==> config.mk <==
export PLATFORM = sky130hd
export DESIGN_NAME = usb_out_cmd_decoder
export DESIGN_NICKNAME = d
export VERILOG_FILES = /design/src/rtl/usb_out_cmd_decoder.sv
export SDC_FILE = /design/constraint.sdc
export NUM_CORES = 1
export LEC_CHECK = 0
export CORE_MARGIN = 8
export CORE_UTILIZATION = 31
export CTS_CLUSTER_SIZE = 20
export DETAILED_ROUTE_END_ITERATION = 8
export PLACE_DENSITY = 0.58
export RECOVER_POWER = 50
export SLEW_MARGIN = 25
export SYNTH_ARGS = -nofsm -noshare
export SYNTH_HDL_FRONTEND = slang
export SYNTH_SLANG_ARGS = --single-unit
==> constraint.sdc <==
create_clock -name clk_i -period 6.65 [get_ports clk_i]
set_input_delay 1.33 -clock clk_i [delete_from_list [all_inputs] [get_ports clk_i]]
set_output_delay 1.33 -clock clk_i [all_outputs]
set_load 0.01 [all_outputs]
==> src/rtl/usb_out_cmd_decoder.sv <==
// Framed command decoder for the CDC OUT byte stream: A5, CMD, ARG, CMD^ARG drives a registered output port.
// Defining USB_OUT_CMD_TIMEOUT_EN adds a mid-frame inactivity timeout that abandons a stalled frame.
module usb_out_cmd_decoder #(
    parameter int unsigned NUM_OUTPUTS    = 8,
    parameter logic [15:0] PULSE_CYCLES   = 16'd12000,
    parameter logic [15:0] TIMEOUT_CYCLES = 16'd48000
) (
    input  logic                   clk_i,
    input  logic                   rst_i,
    input  logic                   usb_configured_i,
    input  logic [7:0]             out_data_i,
    input  logic                   out_valid_i,
    output logic                   out_ready_o,
    output logic [NUM_OUTPUTS-1:0] outputs_o,
    output logic                   cmd_strobe_o,
    output logic [7:0]             err_count_o,
    output logic                   busy_o
);
    typedef enum logic [1:0] {S_IDLE, S_CMD, S_ARG, S_SUM} state_t;

    localparam logic [7:0] SYNC_BYTE = 8'hA5;
    localparam logic [7:0] CMD_SET   = 8'h01;
    localparam logic [7:0] CMD_OR    = 8'h02;
    localparam logic [7:0] CMD_CLR   = 8'h03;
    localparam logic [7:0] CMD_PULSE = 8'h04;

    state_t                 state_reg;
    logic [7:0]             cmd_reg;
    logic [7:0]             arg_reg;
    logic [7:0]             err_reg;
    logic [NUM_OUTPUTS-1:0] value_reg;
    logic [NUM_OUTPUTS-1:0] pulse_mask_reg;
    logic [NUM_OUTPUTS-1:0] outputs_reg;
    logic [15:0]            pulse_cnt_reg;
    logic                   ready_reg;
    logic                   strobe_reg;

    logic                   accept;
    logic                   cmd_known;
    logic                   sum_ok;
    logic                   execute;
    logic                   frame_err;
    logic                   timeout_hit;
    logic [NUM_OUTPUTS-1:0] arg_bits;
    logic [NUM_OUTPUTS-1:0] value_next;
    logic [NUM_OUTPUTS-1:0] pulse_mask_next;
    logic [15:0]            pulse_cnt_next;
    logic [7:0]             err_next;

    // Only the low NUM_OUTPUTS bits of ARG reach the output registers.
    genvar gi;
    generate
        for (gi = 0; gi < NUM_OUTPUTS; gi++) begin : g_arg_bits
            assign arg_bits[gi] = arg_reg[gi];
        end
    endgenerate

    assign accept    = out_valid_i & ready_reg;
    assign cmd_known = (out_data_i >= CMD_SET) && (out_data_i <= CMD_PULSE);
    assign sum_ok    = (out_data_i == (cmd_reg ^ arg_reg));

    always_comb begin
        execute         = usb_configured_i && accept && (state_reg == S_SUM) && sum_ok;
        frame_err       = timeout_hit ||
                          (usb_configured_i && accept &&
                           (((state_reg == S_CMD) && !cmd_known) ||
                            ((state_reg == S_SUM) && !sum_ok)));
        value_next      = value_reg;
        pulse_cnt_next  = (pulse_cnt_reg != 16'd0) ? pulse_cnt_reg - 16'd1 : 16'd0;
        pulse_mask_next = (pulse_cnt_reg == 16'd1) ? '0 : pulse_mask_reg;
        if (execute) begin
            case (cmd_reg)
                CMD_SET: value_next = arg_bits;
                CMD_OR:  value_next = value_reg | arg_bits;
                CMD_CLR: value_next = value_reg & ~arg_bits;
                default: begin
                    // A PULSE landing on the expiry cycle keeps the old mask and restarts the hold.
                    pulse_mask_next = pulse_mask_reg | arg_bits;
                    pulse_cnt_next  = PULSE_CYCLES;
                end
            endcase
        end
        err_next = (frame_err && (err_reg != 8'hFF)) ? err_reg + 8'd1 : err_reg;
    end

    always_ff @(posedge clk_i) begin
        if (rst_i) begin
            state_reg      <= S_IDLE;
            cmd_reg        <= 8'h00;
            arg_reg        <= 8'h00;
            err_reg        <= 8'h00;
            value_reg      <= '0;
            pulse_mask_reg <= '0;
            outputs_reg    <= '0;
            pulse_cnt_reg  <= 16'd0;
            ready_reg      <= 1'b0;
            strobe_reg     <= 1'b0;
        end else begin
            ready_reg <= 1'b1;
            err_reg   <= err_next;
            if (!usb_configured_i) begin
                // Unconfigured: drain bytes, drop all output state, keep the error history.
                state_reg      <= S_IDLE;
                value_reg      <= '0;
                pulse_mask_reg <= '0;
                outputs_reg    <= '0;
                pulse_cnt_reg  <= 16'd0;
                strobe_reg     <= 1'b0;
            end else begin
                value_reg      <= value_next;
                pulse_mask_reg <= pulse_mask_next;
                pulse_cnt_reg  <= pulse_cnt_next;
                outputs_reg    <= value_next | pulse_mask_next;
                strobe_reg     <= execute;
                if (timeout_hit) begin
                    state_reg <= S_IDLE;
                end else if (accept) begin
                    case (state_reg)
                        S_IDLE: if (out_data_i == SYNC_BYTE) state_reg <= S_CMD;
                        S_CMD: begin
                            if (cmd_known) begin
                                cmd_reg   <= out_data_i;
                                state_reg <= S_ARG;
                            end else begin
                                state_reg <= S_IDLE;
                            end
                        end
                        S_ARG: begin
                            arg_reg   <= out_data_i;
                            state_reg <= S_SUM;
                        end
                        default: state_reg <= S_IDLE;
                    endcase
                end
            end
        end
    end

`ifdef USB_OUT_CMD_TIMEOUT_EN
    logic [15:0] idle_cnt_reg;

    assign timeout_hit = usb_configured_i && !accept && (state_reg != S_IDLE) &&
                         (idle_cnt_reg == TIMEOUT_CYCLES - 16'd1);

    always_ff @(posedge clk_i) begin
        if (rst_i || !usb_configured_i || accept || timeout_hit || (state_reg == S_IDLE)) begin
            idle_cnt_reg <= 16'd0;
        end else begin
            idle_cnt_reg <= idle_cnt_reg + 16'd1;
        end
    end
`else
    // Without the timeout a partial frame waits indefinitely; TIMEOUT_CYCLES has no function.
    localparam logic [15:0] timeout_cycles_unused = TIMEOUT_CYCLES;
    assign timeout_hit = 1'b0;
`endif

    assign out_ready_o  = ready_reg;
    assign outputs_o    = outputs_reg;
    assign cmd_strobe_o = strobe_reg;
    assign err_count_o  = err_reg;
    assign busy_o       = (state_reg != S_IDLE);

endmodule

==> metrics <==
WHS 0.498 ns; Leak 1.45 nW; max-slew violation count 0; pre-CTS WS 2.82 ns; normalized max-slew margin 6.90%; Achievable Freq approximately 0.26 GHz; fin crit share between 50% and 60%; Final Hold Vio Count 0; Max-cap violations 0; Layout Nets between 300 and 400; Post-CTS Resized 0; Critical Path End Type register; CTS clk-pin slew, worst paths 0.07 ns; clk buf depth 2; GRT Overall Usage between 10% and 20%; status finished, final reports clean; drt drc 0; HP Class reg -> reg; global placer's final weighted congestion around 0.75; number of synthesized flops with an enable pin 0; hold_buf cts 0; CP Max Fanout 22; synthesis warning total 0; FFs w/ async S/R, synth 0%; Core Rows 36; largest net degree at the start of global routing 23; post-synth top area cell dfxtp_1; RSZ-0062 raised after global routing false; Post-DP HPWL 4.64 mm; port bufs 30; VDD IR-drop max ~170 uV; Setup Crit Path Kind in -> reg; clk sinks between 60 and 70; sequential area share after synthesis between 40% and 50%; cts bufs inserted 9; # IOs 31; Die Wd between 100 and 150 um; Netlist cell types 47; Routed WL per cell approximately 14 um; detailed-route via count 2231; min cycle time layout 3.89 ns; via/cell ratio approximately 4.7; Core Box Area around 9500 um2; CTS tree built; syn avg cell area about 9.8 um2; first-pass GRT wire length 11.0 mm; Worst Tran Pin Value between 1 and 1.5 ns; Synth Instances roughly 300; Worst EP required between 6 and 7 ns; DRT antenna net count 0; overflow left after global routing 0; Setup Fix Bufs, Post-CTS 0; Fill cells slightly below 1000; Synth Cell Area 2990 um2; Setup Viol. Count Final 0; Pre-antenna DRT Iters 4; Top FF cell, synth dfxtp_1; #FFs+latches synth between 60 and 70; Initial Util 31.3%; largest cells by area after synthesis dfxtp_1, xnor3_1, nor2_1, xnor2_1, mux2i_1; Clock Skew about 0.01 ns; die area around 13000 um2; vias in the first global route roughly 2300; share of layout cells above drive strength 1 approximately a tenth; top-area cell type share of the netlist area roughly 46%; syn nets about 320; Inserted Diodes 0; clock root buffer clkbuf_8; clk_lat worst skew around 0.34 ns; Setup TNS 0 ns; max reg flops 16; setup ws final ~2.8 ns; crit path DAT around 4.1 ns; startpoint types input pin; initial antenna violation count 0; initial DRC count 67; total wire length roughly 6.5 mm; pwr/cell area between 300 and 400 nW/um2; Area Growth Syn to Fin 22.5%; H-tree depth 3; die height 114 um
power by group:
group          internal, mW  switching [mW]
registers             0.459          0.0481
logic                 0.223           0.236
clock network         0.259           0.164
total                 0.941           0.448
logic make-up (layout without fill, tap and decap cells):
logic type	Yosys count	after routing	share of synthesized area, %
simple gates	129	129	23.8
fa+ha+maj	3	3	1.26
flops	68	68	45.5
mux	9	9	3.01
compound gates	56	56	12.9
buf+inv	12	51	1.92
xor+xnor	27	27	11.6
final cells by class:
class	instances	area (um2)	share of cell area, %
clock buffers	10	138	3.76
inverters	4	15.0	0.410
flip-flops and latches	68	1360	37.2
multi-input cells	224	1570	42.8
well taps	133	166	4.54
repair buffers	31	304	8.30
clock inverters	6	111	3.04
cells in the mapped netlist (2+ instances only):
master / count
and2_1: 6
o21bai_1: 8
a22oi_1: 8
xnor2_1: 14
a21o_2: 8
or4_4: 2
and3_1: 2
mux2i_1: 9
xor2_1: 5
clkbuf_1: 2
o21ai_1: 4
nand2_1: 22
a21oi_1: 7
dfxtp_1: 68
a31oi_1: 9
nor3_1: 13
nand4_1: 3
buf_1: 3
inv_1: 4
or3_1: 4
ha_1: 3
o21ai_0: 8
a21o_1: 2
nor2_1: 43
nor4_1: 4
nor4b_2: 2
xnor3_1: 8
and4b_1: 2
nand2b_1: 9
nand3_1: 5
layer usage:
layer | up-vias | GRT usage [%] | part of all wire (%)
li1 | 1139 | - | -
met1 | 1050 | 13.1 | 49
met2 | 35 | 16.6 | 45
met3 | 7 | 3.22 | 4.0
met4 | 0 | 4.88 | 1.5
met5 | - | 0 | 0
metrics by stage:
| step | utilization [%] | power (mW) | instance area, um2 | instances |
|---|---|---|---|---|
| global route | 38.4 | 1.48 | 3660 | 476 |
| detailed placement | 35.8 | 0.981 | 3420 | 460 |
| finish | 38.4 | 1.39 | 3660 | 476 |
| CTS | 38.4 | 1.41 | 3670 | 476 |
| global placement | 35.8 | 0.973 | 3420 | 460 |
| floorplan | - | 0.905 | 2990 | 304 |
worst max-delay path, stage by stage:
cell           delay (ns)
dlygate4sd3_1        0.52
clkbuf_1             0.74
inv_1                0.17
nand2_1              0.66
a21o_1               0.28
or2_1                0.33
nor2_1               0.09
path summary, 6_finish.rpt:
kind                startpoint                 to  slack (ns)  cells after the start
min          pulse_mask_reg[3]  pulse_mask_reg[3]        0.50                      2
max reg2reg        arg_bits[1]       outputs_o[4]        4.24                      6
max                      rst_i   pulse_cnt_reg[2]        2.76                      7
min reg2reg  pulse_mask_reg[3]  pulse_mask_reg[3]        0.50                      2
cell usage in the layout, fill, tap and decap left out, types with 7 or more instances in the layout:
cell              n
a31oi_1           9
a21o_2            8
clkbuf_8         10
dlygate4sd3_1    22
nor2_1           43
nand2_1          22
xnor2_1          14
clkdlybuf4s50_1   8
nand2b_1          9
nor3_1           14
xnor3_1           8
a22oi_1           8
a21oi_1           7
dfxtp_1          68
o21ai_0          11
o21bai_1          8
mux2i_1           9
(Power assumes the default switching activity.)
